**config.mk**
```make
export PLATFORM = sky130hd
export DESIGN_NAME = spi_flash_responder
export DESIGN_NICKNAME = d
export VERILOG_FILES = /design/src/rtl/spi_flash_responder_pkg.sv /design/src/rtl/spi_flash_responder_edge_sync.sv /design/src/rtl/spi_flash_responder.sv
export SDC_FILE = /design/constraint.sdc
export NUM_CORES = 1
export LEC_CHECK = 0
export ABC_AREA = 1
export CAP_MARGIN = 20
export CORE_ASPECT_RATIO = 1.1
export CORE_MARGIN = 2
export CORE_UTILIZATION = 56
export CTS_CLUSTER_SIZE = 30
export DETAILED_ROUTE_END_ITERATION = 8
export PLACE_DENSITY = 0.76
export SKIP_LAST_GASP = 1
export SLEW_MARGIN = 20
export SYNTH_ARGS = -nofsm -noshare
export SYNTH_HDL_FRONTEND = slang
export SYNTH_HIERARCHICAL = 1
export SYNTH_SLANG_ARGS = --single-unit
```
**constraint.sdc**
```tcl
create_clock -name clk -period 1.75 [get_ports clk]
set_input_delay 0.2625 -clock clk [delete_from_list [all_inputs] [get_ports clk]]
set_output_delay 0.2625 -clock clk [all_outputs]
set_load 0.02 [all_outputs]
```
**src/rtl/spi_flash_responder_pkg.sv**
```systemverilog
// Shared constants and state encoding for the SPI flash responder.
// The same encodings are meant to be reused by the matching reader.
package spi_flash_responder_pkg;

  localparam logic [7:0] CMD_READ_DEFAULT = 8'h03;
  localparam int         ADDR_W_DEFAULT   = 24;

  typedef enum logic [2:0] {
    ST_IDLE,
    ST_CMD,
    ST_ADDR,
    ST_DATA,
    ST_IGNORE
  } state_t;

endpackage

```
**src/rtl/spi_flash_responder_edge_sync.sv**
```systemverilog
// Two-flop synchronizer for a bundle of async pins, plus a delay stage on
// bit 0 that yields single-cycle rise/fall pulses for that bit.
module spi_flash_responder_edge_sync #(
  parameter int W = 3
) (
  input  logic         clk,
  input  logic [W-1:0] din,
  output logic [W-1:0] sync,
  output logic         rise,
  output logic         fall
);

  logic [W-1:0] meta;
  logic         dly;

  // No reset: the synchronizer must keep tracking the pins across a reset
  // so a still-asserted CS is not mistaken for a fresh assertion.
  always_ff @(posedge clk) begin
    meta <= din;
    sync <= meta;
    dly  <= sync[0];
  end

  assign rise = sync[0] & ~dly;
  assign fall = ~sync[0] & dly;

endmodule

```
**src/rtl/spi_flash_responder.sv**
```systemverilog
// Mode-0 SPI slave answering the serial-flash READ command from a byte-wide
// memory port; every SPI pin is oversampled in the clk domain.
module spi_flash_responder
  import spi_flash_responder_pkg::*;
#(
  parameter logic [7:0] CMD_READ = CMD_READ_DEFAULT,
  parameter int         ADDR_W   = ADDR_W_DEFAULT
) (
  input  logic              clk,
  input  logic              reset,
  input  logic              spi_clk,
  input  logic              spi_cs,
  input  logic              spi_mosi,
  output logic              spi_miso,
  output logic [ADDR_W-1:0] mem_addr,
  output logic              mem_rd,
  input  logic [7:0]        mem_data,
  output logic              busy,
  output logic              cmd_err
);

  localparam int CNT_W = $clog2(ADDR_W);

  state_t            state, state_next;
  logic [2:0]        pins;
  logic              spi_rise, spi_fall;
  logic              cs_act, cs_prev, mosi;
  logic [CNT_W-1:0]  bit_cnt;
  logic [ADDR_W-2:0] rx_sh;
  logic [ADDR_W-1:0] rx_next;
  logic [7:0]        tx_sh;
  logic              load;
  logic              byte_end, addr_end;

  spi_flash_responder_edge_sync #(.W(3)) u_sync (
    .clk  (clk),
    .din  ({spi_mosi, spi_cs, spi_clk}),
    .sync (pins),
    .rise (spi_rise),
    .fall (spi_fall)
  );

  assign cs_act   = ~pins[1];
  assign mosi     = pins[2];
  assign rx_next  = {rx_sh, mosi};
  assign byte_end = (bit_cnt == CNT_W'(7));
  assign addr_end = (bit_cnt == CNT_W'(ADDR_W - 1));
  assign busy     = (state != ST_IDLE);

  always_ff @(posedge clk) begin
    if (reset) state <= ST_IDLE;
    else       state <= state_next;
  end

  // A transaction starts only on a CS assertion edge seen from IDLE.
  always_comb begin
    state_next = state;
    if (state != ST_IDLE && !cs_act) begin
      state_next = ST_IDLE;
    end else begin
      case (state)
        ST_IDLE: if (cs_act && !cs_prev) state_next = ST_CMD;
        ST_CMD:  if (spi_rise && byte_end)
                   state_next = (rx_next[7:0] == CMD_READ) ? ST_ADDR : ST_IGNORE;
        ST_ADDR: if (spi_rise && addr_end) state_next = ST_DATA;
        default: state_next = state;
      endcase
    end
  end

  always_ff @(posedge clk) begin
    if (reset) begin
      cs_prev  <= 1'b1;
      bit_cnt  <= '0;
      rx_sh    <= '0;
      tx_sh    <= '0;
      load     <= 1'b0;
      spi_miso <= 1'b0;
      mem_rd   <= 1'b0;
      mem_addr <= '0;
      cmd_err  <= 1'b0;
    end else begin
      cs_prev <= cs_act;
      mem_rd  <= 1'b0;
      cmd_err <= 1'b0;
      load    <= mem_rd;
      if (!cs_act || state == ST_IDLE) begin
        bit_cnt  <= '0;
        spi_miso <= 1'b0;
      end else begin
        case (state)
          ST_CMD: if (spi_rise) begin
            rx_sh   <= rx_next[ADDR_W-2:0];
            bit_cnt <= byte_end ? '0 : bit_cnt + CNT_W'(1);
            if (byte_end && rx_next[7:0] != CMD_READ) cmd_err <= 1'b1;
          end
          ST_ADDR: if (spi_rise) begin
            rx_sh <= rx_next[ADDR_W-2:0];
            if (addr_end) begin
              bit_cnt  <= '0;
              mem_addr <= rx_next;
              mem_rd   <= 1'b1;
            end else begin
              bit_cnt <= bit_cnt + CNT_W'(1);
            end
          end
          ST_DATA: begin
            // The fetch lands two cycles after a rise, always before the next fall.
            if (load) tx_sh <= mem_data;
            if (spi_fall) begin
              spi_miso <= tx_sh[7];
              tx_sh    <= {tx_sh[6:0], 1'b0};
            end
            if (spi_rise) begin
              if (byte_end) begin
                bit_cnt  <= '0;
                mem_addr <= mem_addr + ADDR_W'(1);
                mem_rd   <= 1'b1;
              end else begin
                bit_cnt <= bit_cnt + CNT_W'(1);
              end
            end
          end
          default: ;
        endcase
      end
    end
  end

endmodule

```
# After elaboration in Yosys (flattened, before gate mapping)

Cells that the tools add are included.

Flip-flop bits (word level): 75
Bits of input ports: 13
Output and inout bits: 28
Logic and storage cells: 85

Add/sub/neg operators: 2
Eq/ne operators: 15
Muxes and demuxes: 23
Bitwise logic cells: 8
Reduce and logical (&&, ||, !) cells: 24

Operator list:

| cell                    | count |
|---|---|
| $mux W24                | 4 |
| $pmux W24 S2            | 1 |
| $add A24 B1 Y24 const B | 1 |
| $mux W5                 | 4 |
| $mux W8                 | 2 |
| $ne A2 B2 Y1 const B    | 7 |
| $mux W3                 | 4 |
| $pmux W5 S2             | 1 |
| $pmux W3 S3             | 1 |
| $reduce_and A3 Y1       | 3 |
| $eq A8 B2 Y1 const B    | 1 |
| $ne A8 B2 Y1 const B    | 1 |
| $reduce_or A2 Y1        | 4 |
| $eq A3 B2 Y1 const B    | 2 |
| $not A1 Y1              | 6 |
| $reduce_and A6 Y1       | 1 |
| $reduce_bool A2 Y1      | 3 |
| $reduce_bool A3 Y1      | 2 |
| $add A5 B1 Y5 const B   | 1 |
| $eq A5 B3 Y1 const B    | 1 |
| $eq A5 B5 Y1 const B    | 1 |
| $logic_and A1 B1 Y1     | 5 |
| $mux W1                 | 5 |
| $reduce_and A4 Y1       | 1 |
| 9 further kinds         | 10 |

# Logic depth before layout (Yosys ltp)

Gate-level depths: netlist of the first run.

Depth after elaboration: 5
Mapped depth: 11
Mapped depth without buffers: 10

# By module

Netlist of the first run, hierarchy kept.

By module, submodules not included:

| module                        | times used | cells an instance | area each (µm²) | seq. area each (µm²) |
|---|---|---|---|---|
| spi_flash_responder           | 1          | 535               | 3,595.9         | 1,361.3 |
| spi_flash_responder_edge_sync | 1          | 11                | 155.1           | 140.1 |

# Worst setup path after synthesis of the first run

Ideal clock, no wire load.

Path type: flip-flop to flip-flop
Start point: register mem_addr[1]
End point: register mem_addr[16]
Library setup time: 134 ps
Arrival: 1,477 ps
Data required time: 1,616 ps
Setup slack: 139 ps
Stages on the path, launching flop included: 11
Path buffers: 0
Cells stage by stage: dfxtp_1 -> ha_1 -> nand2_1 -> nor2_2 -> nand2_1 -> nor2_2 -> nand2_1 -> nand2_1 -> nand3_1 -> nand2_1 -> a21oi_1

Word-level cells in the longest chain between the ends: 4

Ends and longest elaborated chain:

| element                  | RTL line                   | RTL |
|---|---|---|
| start: declaration       | spi_flash_responder.sv:15  | `output logic [ADDR_W-1:0] mem_addr,` |
| start signal: assignment | spi_flash_responder.sv:101 | `mem_addr <= rx_next;` |
| start signal: assignment | spi_flash_responder.sv:117 | `mem_addr <= mem_addr + ADDR_W'(1);` |
| $add A24 B1 Y24          | spi_flash_responder.sv:117 |  |
| $mux W24                 | spi_flash_responder.sv:115 | `if (byte_end) begin` |
| $mux W24                 | spi_flash_responder.sv:114 | `if (spi_rise) begin` |
| $pmux W24 S2             | spi_flash_responder.sv:91  | `case (state)` |

No other way between the ends. The select of a mux whose other input is x is not followed.
A chain may end at the register's enable or synchronous reset.

# Worst setup path in the final report of the first run

Start point: register mem_addr[17]
End point: output mem_addr[17]

No word-level cell between the ends.

==> results.toml, run 1 <==
[sta]
finalSetupViolations = 0
finalHoldViolCount = 0
worst_slack_ns = 0.0522
finalMaxSlewViolations = 0
fmax_mhz = 589
fin_skew_ns = 0.0112
worst_slew_pin_slew_ns = 0.325
finalSetupTns_ns = 0
slew_headroom_pct = 78.3
rsz0062_at_grt = "yes"
period_share_pct = 97.0
fin_crit_ns = 1.70
fin_hold_ws_ns = 0.328

[cells_and_area]
multi_input_area_sq_um = 1950
stdcell_count = 677
syn2layout_area_growth_pct = 20.2
fillCellCount = 560
final_util_pct = 69.2
final_cell_area_sq_um = 4510
finalNetCount = 607
drive_gt1_share_pct = 11.6
seq_area_sq_um = 1500
antenna_cells = 0

[clocking]
post_cts_buffers = 0
clk_pin_slew_worst_paths_ns = 0.08
cts_tree = "done"
clockBufferDepth = 2
clock_latency_ns = 0.35
root_buffer = "clkbuf_8"
cts.sinks = 75
cts_made_buffers = 9
cts_hold_buf = 0
htree_levels = 3

[synth]
synth_cells = 546
ys_ff_latch = 75
yosysSeqAreaShare_pct = 40.0
avgSynthCellArea_sq_um = 6.87
synth_cell_types = 38
synthTopCellsByArea = "dfxtp_1, nand2_1, nor2_1, o21ai_0, a21oi_1"
ys_warn_count = 6
synth_area_sq_um = 3750
yosys.area.top_type = "dfxtp_1"
syn_nets = 561
synth_top_area_share_pct = 40.0

[worst_setup_path]
cp_cell_sequence = "clkdlybuf4s50_1"
worstSetupPathType = "flop to output port"
cpPeakStageDelay_ns = 0.64
reg2reg_setup_slack_ns = 0.10
required_ns = 1.49
cp_top_family = "buffers and inverters"
rr_worst_depth = 10
cp-start-kind = "flop"
worst-path-max-fanout = 7
cp_num_buf_inv = 1
rr_startpoint = "bit_cnt[1]$_SDFFE_PP0P_"
r2r_end = "mem_addr[20]$_SDFFE_PP0P_"
critPathLaunch = "mem_addr[17]$_SDFFE_PP0P_"
cp_data_arrival_time_ns = 1.44
crit_slowest_cell = "clkdlybuf4s50_1"
end_kind = "output port"

[global_route]
grt_antenna_before_repair = 0
grt_pass1_wl_mm = 14.4
grt_use_total_pct = 24.8
grt_max_degree = 30
grt.overflow.total = 0
grt_pass1_vias = 3149

[drt]
vias_per_cell = 5.39
firstDrtPassIters = 7
finalWirelength_mm = 8.89
initialDrtViolationCount = 184
postRouteAntennaNets = 0
wl_per_cell_um = 13.1
drc = 0
vias = 3648

[power_and_ir_drop]
irDropWorstVdd_mv = 0.735
total_power_mw = 3.62
p_leak_nw = 1.73
p_per_area_nw_per_um2 = 803

[floorplan]
rows = 31
die_area_sq_um = 7370
coreArea_sq_um = 6520
die_x_um = 82.0
start_util_pct = 57.6
die_y_um = 89.8
ioPinCount = 41

[run_status]
status = "complete, no violations"

[hold_path]
hp-class = "flop to flop"
whs_path_depth = 0
hp-start = "u_sync/meta[0]$_DFF_P_"
min_to = "u_sync/sync[0]$_DFF_P_"

[placement]
place.gp.congestion = 0.887
detailed_place_hpwl_mm = 6.19
place_inst = 662
placement.io_buffers = 40
placed_cell_area_sq_um = 4240
dpl_worst_slack_ns = 0.0443

[flow_run]
cap_violations = 0
==> cells in the mapped netlist (all sizes together) <==
cell,count
mux2i,7
buf,14
inv,51
o31a,1
o22ai,3
a211oi,1
nand3,35
o21ai,57
o21a,2
or2,6
ha,2
nand4,6
clkbuf,7
nand3b,1
o211ai,1
a21boi,1
dfxtp,75
a21oi,53
nand2,121
nor2,99
nor4,1
nor3,2
==> registers in the layout, summed over array words and instances (netlist names), 3 cells and up <==
| register | flops |
|---|---|
| bit_cnt | 5 |
| mem_addr | 24 |
| rx_sh | 23 |
| state | 3 |
| tx_sh | 8 |
| u_sync/meta | 3 |
| u_sync/sync | 3 |
==> report_power, final <==
part	switching [mW]	total (mW)	internal, mW
Combinational	0.324	0.523	0.199
Sequential	0.0538	1.82	1.76
Clock	0.639	1.28	0.640
Total	1.02	3.62	2.60
==> layer usage <==
metal	routed length [um]	vias up	GRT usage [%]
met2	4200	99	38.8
met1	4090	1667	33.3
met3	413	16	5.92
li1	-	1866	-
met5	0	-	0
met4	181	0	8.47
==> worst max-delay path by stage <==
stage,endpoint,cells after the start,slack (ns)
floorplan,mem_addr[16]$_SDFFE_PP0P_,10,0.14
global placement,mem_addr[22]$_SDFFE_PP0P_,10,0.11
detailed placement,mem_addr[20]$_SDFFE_PP0P_,10,0.04
CTS,mem_addr[1],2,0.004
global route,mem_addr[20]$_SDFFE_PP0P_,10,-0.02
finish,mem_addr[17],1,0.05
==> final cells by class <==
cell class	count	area share, %
multi-input cells	399	43.3
repair buffers	56	12.8
inverters	51	4.36
clock inverters	5	1.25
flip-flops and latches	75	33.3
well taps	82	2.28
clock buffers	9	2.75
==> cells in the final DEF (no fill, tap or decap), drive strengths merged, types with 6 or more instances in the layout <==
cell type      instances
nand2                121
nor2                  99
dfxtp                 75
o21ai                 57
a21oi                 53
inv                   51
nand3                 35
clkdlybuf4s50         32
buf                   15
clkbuf                10
mux2i                  7
dlymetal6s2s           6
or2                    6
nand4                  6
==> logic make-up (layout without fill, tap and decap cells) <==
logic type      Yosys count  count (layout)  share of synthesized area [%]
compound gates          119             119                           17.0
fa+ha+maj                 2               2                          0.667
buf+inv                  72             121                           8.81
flops                    75              75                           40.0
mux                       7               7                           1.87
simple gates            271             271                           31.6
==> repair_timing <==
item / CTS / global route
gates cloned: 0 / 1
setup endpoints to repair: 2 / 33
resized for setup: 2 / 24
pin swaps: 0 / 0
(Power assumes the default switching activity.)
==> inputs of run 2 (changes only) <==
CORE_MARGIN = unset   (was 2)
CORE_UTILIZATION = 28   (was 56)
PLACE_DENSITY = 0.42   (was 0.76)
==> run 2 against run 1 <==
  * Die area grew 88%
  * Maximum frequency is 0.75% lower
  * Global-route usage down 9.2 points
  * Largest power group is now the clock network
  * Largest cell class unchanged
==> results.toml, run 2 (synthesis results as in run 1) <==
[run_status]
status = "complete, no violations"

[sta]
fin_skew_ns = 0.00745
finalHoldViolCount = 0
finalSetupTns_ns = 0
fmax_mhz = 585
slew_headroom_pct = 77.7
period_share_pct = 97.8
fin_crit_ns = 1.71
worst_slack_ns = 0.0393
rsz0062_at_grt = "yes"
finalSetupViolations = 0
finalMaxSlewViolations = 0
worst_slew_pin_slew_ns = 0.334

[floorplan]
die_y_um = 123
die_area_sq_um = 13900
die_x_um = 112
rows = 43
start_util_pct = 29.2
ioPinCount = 41
coreArea_sq_um = 12900

[clocking]
cts.sinks = 75
clk_pin_slew_worst_paths_ns = 0.06
post_cts_buffers = 0
htree_levels = 3
cts_made_buffers = 9
clockBufferDepth = 2
clock_latency_ns = 0.34
root_buffer = "clkbuf_16"
cts_tree = "done"

[worst_setup_path]
cp_data_arrival_time_ns = 1.45
critPathLaunch = "state[1]$_SDFFE_PP0P_"
required_ns = 1.49
worst-path-max-fanout = 6
worstSetupPathType = "flop to output port"
reg2reg_setup_slack_ns = 0.10
end_kind = "output port"
cp-start-kind = "flop"
rr_startpoint = "bit_cnt[0]$_SDFFE_PP0P_"

[cells_and_area]
final_cell_area_sq_um = 4860
finalNetCount = 614
layout.cells.most_common = "nand2_1"
antenna_cells = 0
drive_gt1_share_pct = 13.6
syn2layout_area_growth_pct = 29.7
layout_common_cells = "nand2_1, nor2_1, dfxtp_1"
largest_reg_flops = 24
largestRegisters = "mem_addr: 24 flops, rx_sh: 23 flops, tx_sh: 8 flops"
top_register = "mem_addr"

[placement]
dpl_worst_slack_ns = 0.0496
placement.io_buffers = 40
place.gp.congestion = 0.773
detailed_place_hpwl_mm = 7.13
placed_cell_area_sq_um = 4380

[power_and_ir_drop]
irDropWorstVdd_mv = 0.328
total_power_mw = 4.43
p_per_area_nw_per_um2 = 910
p_leak_nw = 1.84

[global_route]
grt_pass1_wl_mm = 16.7
grt_antenna_before_repair = 0
grt_pass1_vias = 3357
grt_max_degree = 27
grt.overflow.total = 0
grt_use_total_pct = 15.6

[drt]
vias_per_cell = 4.73
drc = 0
initialDrtViolationCount = 193
vias = 3602
wl_per_cell_um = 13.3
postRouteAntennaNets = 0
firstDrtPassIters = 4
finalWirelength_mm = 10.2

[hold_path]
hp-start = "u_sync/meta[0]$_DFF_P_"
hp-class = "flop to flop"

[flow_run]
cap_violations = 0
[run 2: cell types whose count changed in the layout (fill, tap and decap cells not counted), moves of 2 or more]
cell,previous run,this run
clkbuf_8,9,2
clkbuf_16,1,11
a21oi_2,1,4
nand2_2,7,5
dlygate4sd2_1,2,4
a21oi_1,51,48
buf_4,13,18
[run 2: worst paths after layout]
path                               endpoint  depth (start not counted)
setup / recovery                       busy                          3
setup reg to reg  mem_addr[23]$_SDFFE_PP0P_                         10
hold reg to reg      u_sync/sync[0]$_DFF_P_                          0
hold / removal       u_sync/sync[0]$_DFF_P_                          0
[run 2: critical path, cell delays in order, from the launching register on]
cell and delay, ns:
dfxtp_1 0.49, nor2_1 0.12, nand2_2 0.14, dlygate4sd2_1 0.35
[run 2: final cells by class]
cell class | instances | area [sq um]
Multi-Input combinational cell | 399 | 1990
Sequential cell | 75 | 1510
Inverter | 51 | 196
Tap cell | 157 | 196
Fill cell | 1347 | 8000
Clock inverter | 4 | 72.6
Timing Repair Buffer | 63 | 644
Clock buffer | 12 | 256
[run 2: where the power goes]
part | switching, mW | internal (mW) | leakage, nW | total, mW
sequential | 0.0568 | 1.77 | 0.609 | 1.82
clock | 0.735 | 1.32 | 0.159 | 2.06
combinational | 0.341 | 0.201 | 1.08 | 0.543
total | 1.13 | 3.29 | 1.84 | 4.43
[run 2: timing repair]
| action | 4_1_cts | 5_1_grt |
|---|---|---|
| setup endpoints to repair | 4 | 31 |
| hold buffers | 0 | 0 |
| cloned | 0 | 2 |
| resized for setup | 4 | 34 |
[run 2: stage by stage]
| stage | cells | util [%] | hold slack, ns |
|---|---|---|---|
| finish | 761 | 37.8 | 0.326 |
| global route | 761 | 37.8 | 0.346 |
| CTS | 759 | 36.6 | 0.327 |
| detailed placement | 743 | 34.1 | 0.312 |
| global placement | 743 | 34.1 | 0.311 |
| floorplan | 546 | - | 0.290 |
[run 2: routing by layer]
metal,global-route usage (%),wire [um]
met1,19.7,4870
met2,25.2,4570
met3,3.92,521
met4,7.08,187
met5,0,0
==> inputs of run 3 (changes only) <==
REMOVE_ABC_BUFFERS = 1   (was unset)
SLEW_MARGIN = unset   (was 20)
==> run 3 against run 2 <==
  * Global-route usage up 1.0 points
  * Critical path depth down 2
  * Largest cell class unchanged
  * Cell area down 2.8%
==> results.toml, run 3 (synthesis results as in run 1) <==
[cells_and_area]
antenna_cells = 0
layout_common_cells = "nand2_1, nor2_1, dfxtp_1"
final_cell_area_sq_um = 4730
layout.cells.most_common = "nand2_1"
finalNetCount = 612
largestRegisters = "mem_addr: 24 flops, rx_sh: 23 flops, tx_sh: 8 flops"
syn2layout_area_growth_pct = 26.1
drive_gt1_share_pct = 12.8
largest_reg_flops = 24
top_register = "mem_addr"

[clocking]
clock_latency_ns = 0.34
root_buffer = "clkbuf_16"
cts.sinks = 75
htree_levels = 3
clk_pin_slew_worst_paths_ns = 0.06
clockBufferDepth = 2
cts_made_buffers = 9
cts_tree = "done"
cts_hold_buf = 0

[floorplan]
rows = 43
die_y_um = 123
start_util_pct = 29.2
ioPinCount = 41
coreArea_sq_um = 12900
die_x_um = 112
die_area_sq_um = 13900

[sta]
fin_skew_ns = 0.00378
finalMaxSlewViolations = 0
period_share_pct = 96.6
rsz0062_at_grt = "yes"
finalHoldViolCount = 0
fmax_mhz = 592
fin_crit_ns = 1.69
finalSetupTns_ns = 0
worst_slew_pin_slew_ns = 0.491
slew_headroom_pct = 67.2
finalSetupViolations = 0

[power_and_ir_drop]
p_leak_nw = 1.73
p_int_mw = 3.00
comb_power_share_pct = 13.4
p_sw_mw = 1.09
p_per_area_nw_per_um2 = 866
irDropWorstVdd_mv = 0.412
clockPowerShare_pct = 42.3
p_seq_share_pct = 44.4
swShare_pct = 26.6

[global_route]
grt_max_degree = 23
grt.overflow.total = 0
grt_pass1_vias = 3516
grt_pass1_wl_mm = 17.6
grt_use_total_pct = 16.6
grt_antenna_before_repair = 0

[worst_setup_path]
cp_num_buf_inv = 1
cp_top_family = "buffers and inverters"
cp_data_arrival_time_ns = 1.43
required_ns = 1.49
worst-path-max-fanout = 6
cpPeakStageDelay_ns = 0.65
cp-start-kind = "flop"
worstSetupPathType = "flop to output port"
cp_cell_sequence = "clkdlybuf4s50_1"
end_kind = "output port"
crit_slowest_cell = "clkdlybuf4s50_1"

[placement]
placement.io_buffers = 40
place.gp.congestion = 0.860
detailed_place_hpwl_mm = 7.69
placed_cell_area_sq_um = 4360

[flow_run]
cap_violations = 0

[drt]
vias_per_cell = 4.73
finalWirelength_mm = 10.6
firstDrtPassIters = 4
vias = 3587
wl_per_cell_um = 14.0
postRouteAntennaNets = 0
drc = 0
initialDrtViolationCount = 221

[hold_path]
hp-class = "flop to flop"

[run_status]
status = "complete, no violations"
==> run 3: cell count changes in the layout (fill, tap and decap cells not counted), moves of 2 or more <==
cell / previous run / this run
a21oi_1: 48 / 50
a21oi_2: 4 / 2
bufinv_16: 2 / 0
clkbuf_1: 1 / 3
clkbuf_16: 11 / 9
clkdlybuf4s50_1: 31 / 33
dfxtp_2: 1 / 3
dlymetal6s2s_1: 5 / 2
ha_2: 0 / 2
inv_4: 0 / 2
==> run 3: area by class of cell <==
type                       count  area [sq um]
timing repair buffer          61           589
clock inverter                 2          10.0
fill                        1380          8130
tap                          157           196
clock buffer                  14           264
inverter                      51           196
sequential                    75          1510
multi-input combinational    399          1970
==> run 3: through the flow <==
stage               worst slack, ns  util [%]  std cells  hold WS (ns)  power [mW]
floorplan                    -0.120         -        525         0.290        2.20
global placement             0.0579      33.9        741         0.311        2.40
detailed placement         -0.00363      33.9        741         0.312        2.40
CTS                         -0.0215      36.0        757         0.326        4.15
global route                -0.0385      36.8        759         0.332        4.29
finish                       0.0596      36.8        759         0.325        4.09
==> run 3: power groups by stage <==
stage / combinational, mW / clock (mW) / sequential, mW
floorplan: 0.351 / 0 / 1.85
global placement: 0.545 / 0 / 1.85
detailed placement: 0.545 / 0 / 1.85
CTS: 0.538 / 1.80 / 1.82
global route: 0.618 / 1.85 / 1.82
finish: 0.547 / 1.73 / 1.82
==> run 3: worst paths after layout <==
check / startpoint / endpoint / slack, ns / depth (start not counted)
max: mem_addr[13]$_SDFFE_PP0P_ / mem_addr[13] / 0.06 / 1
min: u_sync/meta[0]$_DFF_P_ / u_sync/sync[0]$_DFF_P_ / 0.33 / 0
max reg2reg: bit_cnt[1]$_SDFFE_PP0P_ / mem_addr[19]$_SDFFE_PP0P_ / 0.08 / 10
min reg2reg: u_sync/meta[0]$_DFF_P_ / u_sync/sync[0]$_DFF_P_ / 0.33 / 0
==> run 3: timing repair <==
item	CTS	global route
endpoints found under the hold margin	0	0
buffers inserted	0	2
setup endpoints to repair	11	30
pin swaps	0	2
gates resized for setup	6	28
==> run 3: routing by layer <==
| layer | vias up | wire, um | track usage (%) |
|---|---|---|---|
| li1 | 1882 | - | - |
| met1 | 1636 | 5080 | 20.8 |
| met2 | 53 | 5010 | 27.7 |
| met3 | 16 | 338 | 3.04 |
| met4 | 0 | 218 | 8.17 |
| met5 | - | 0 | 0 |
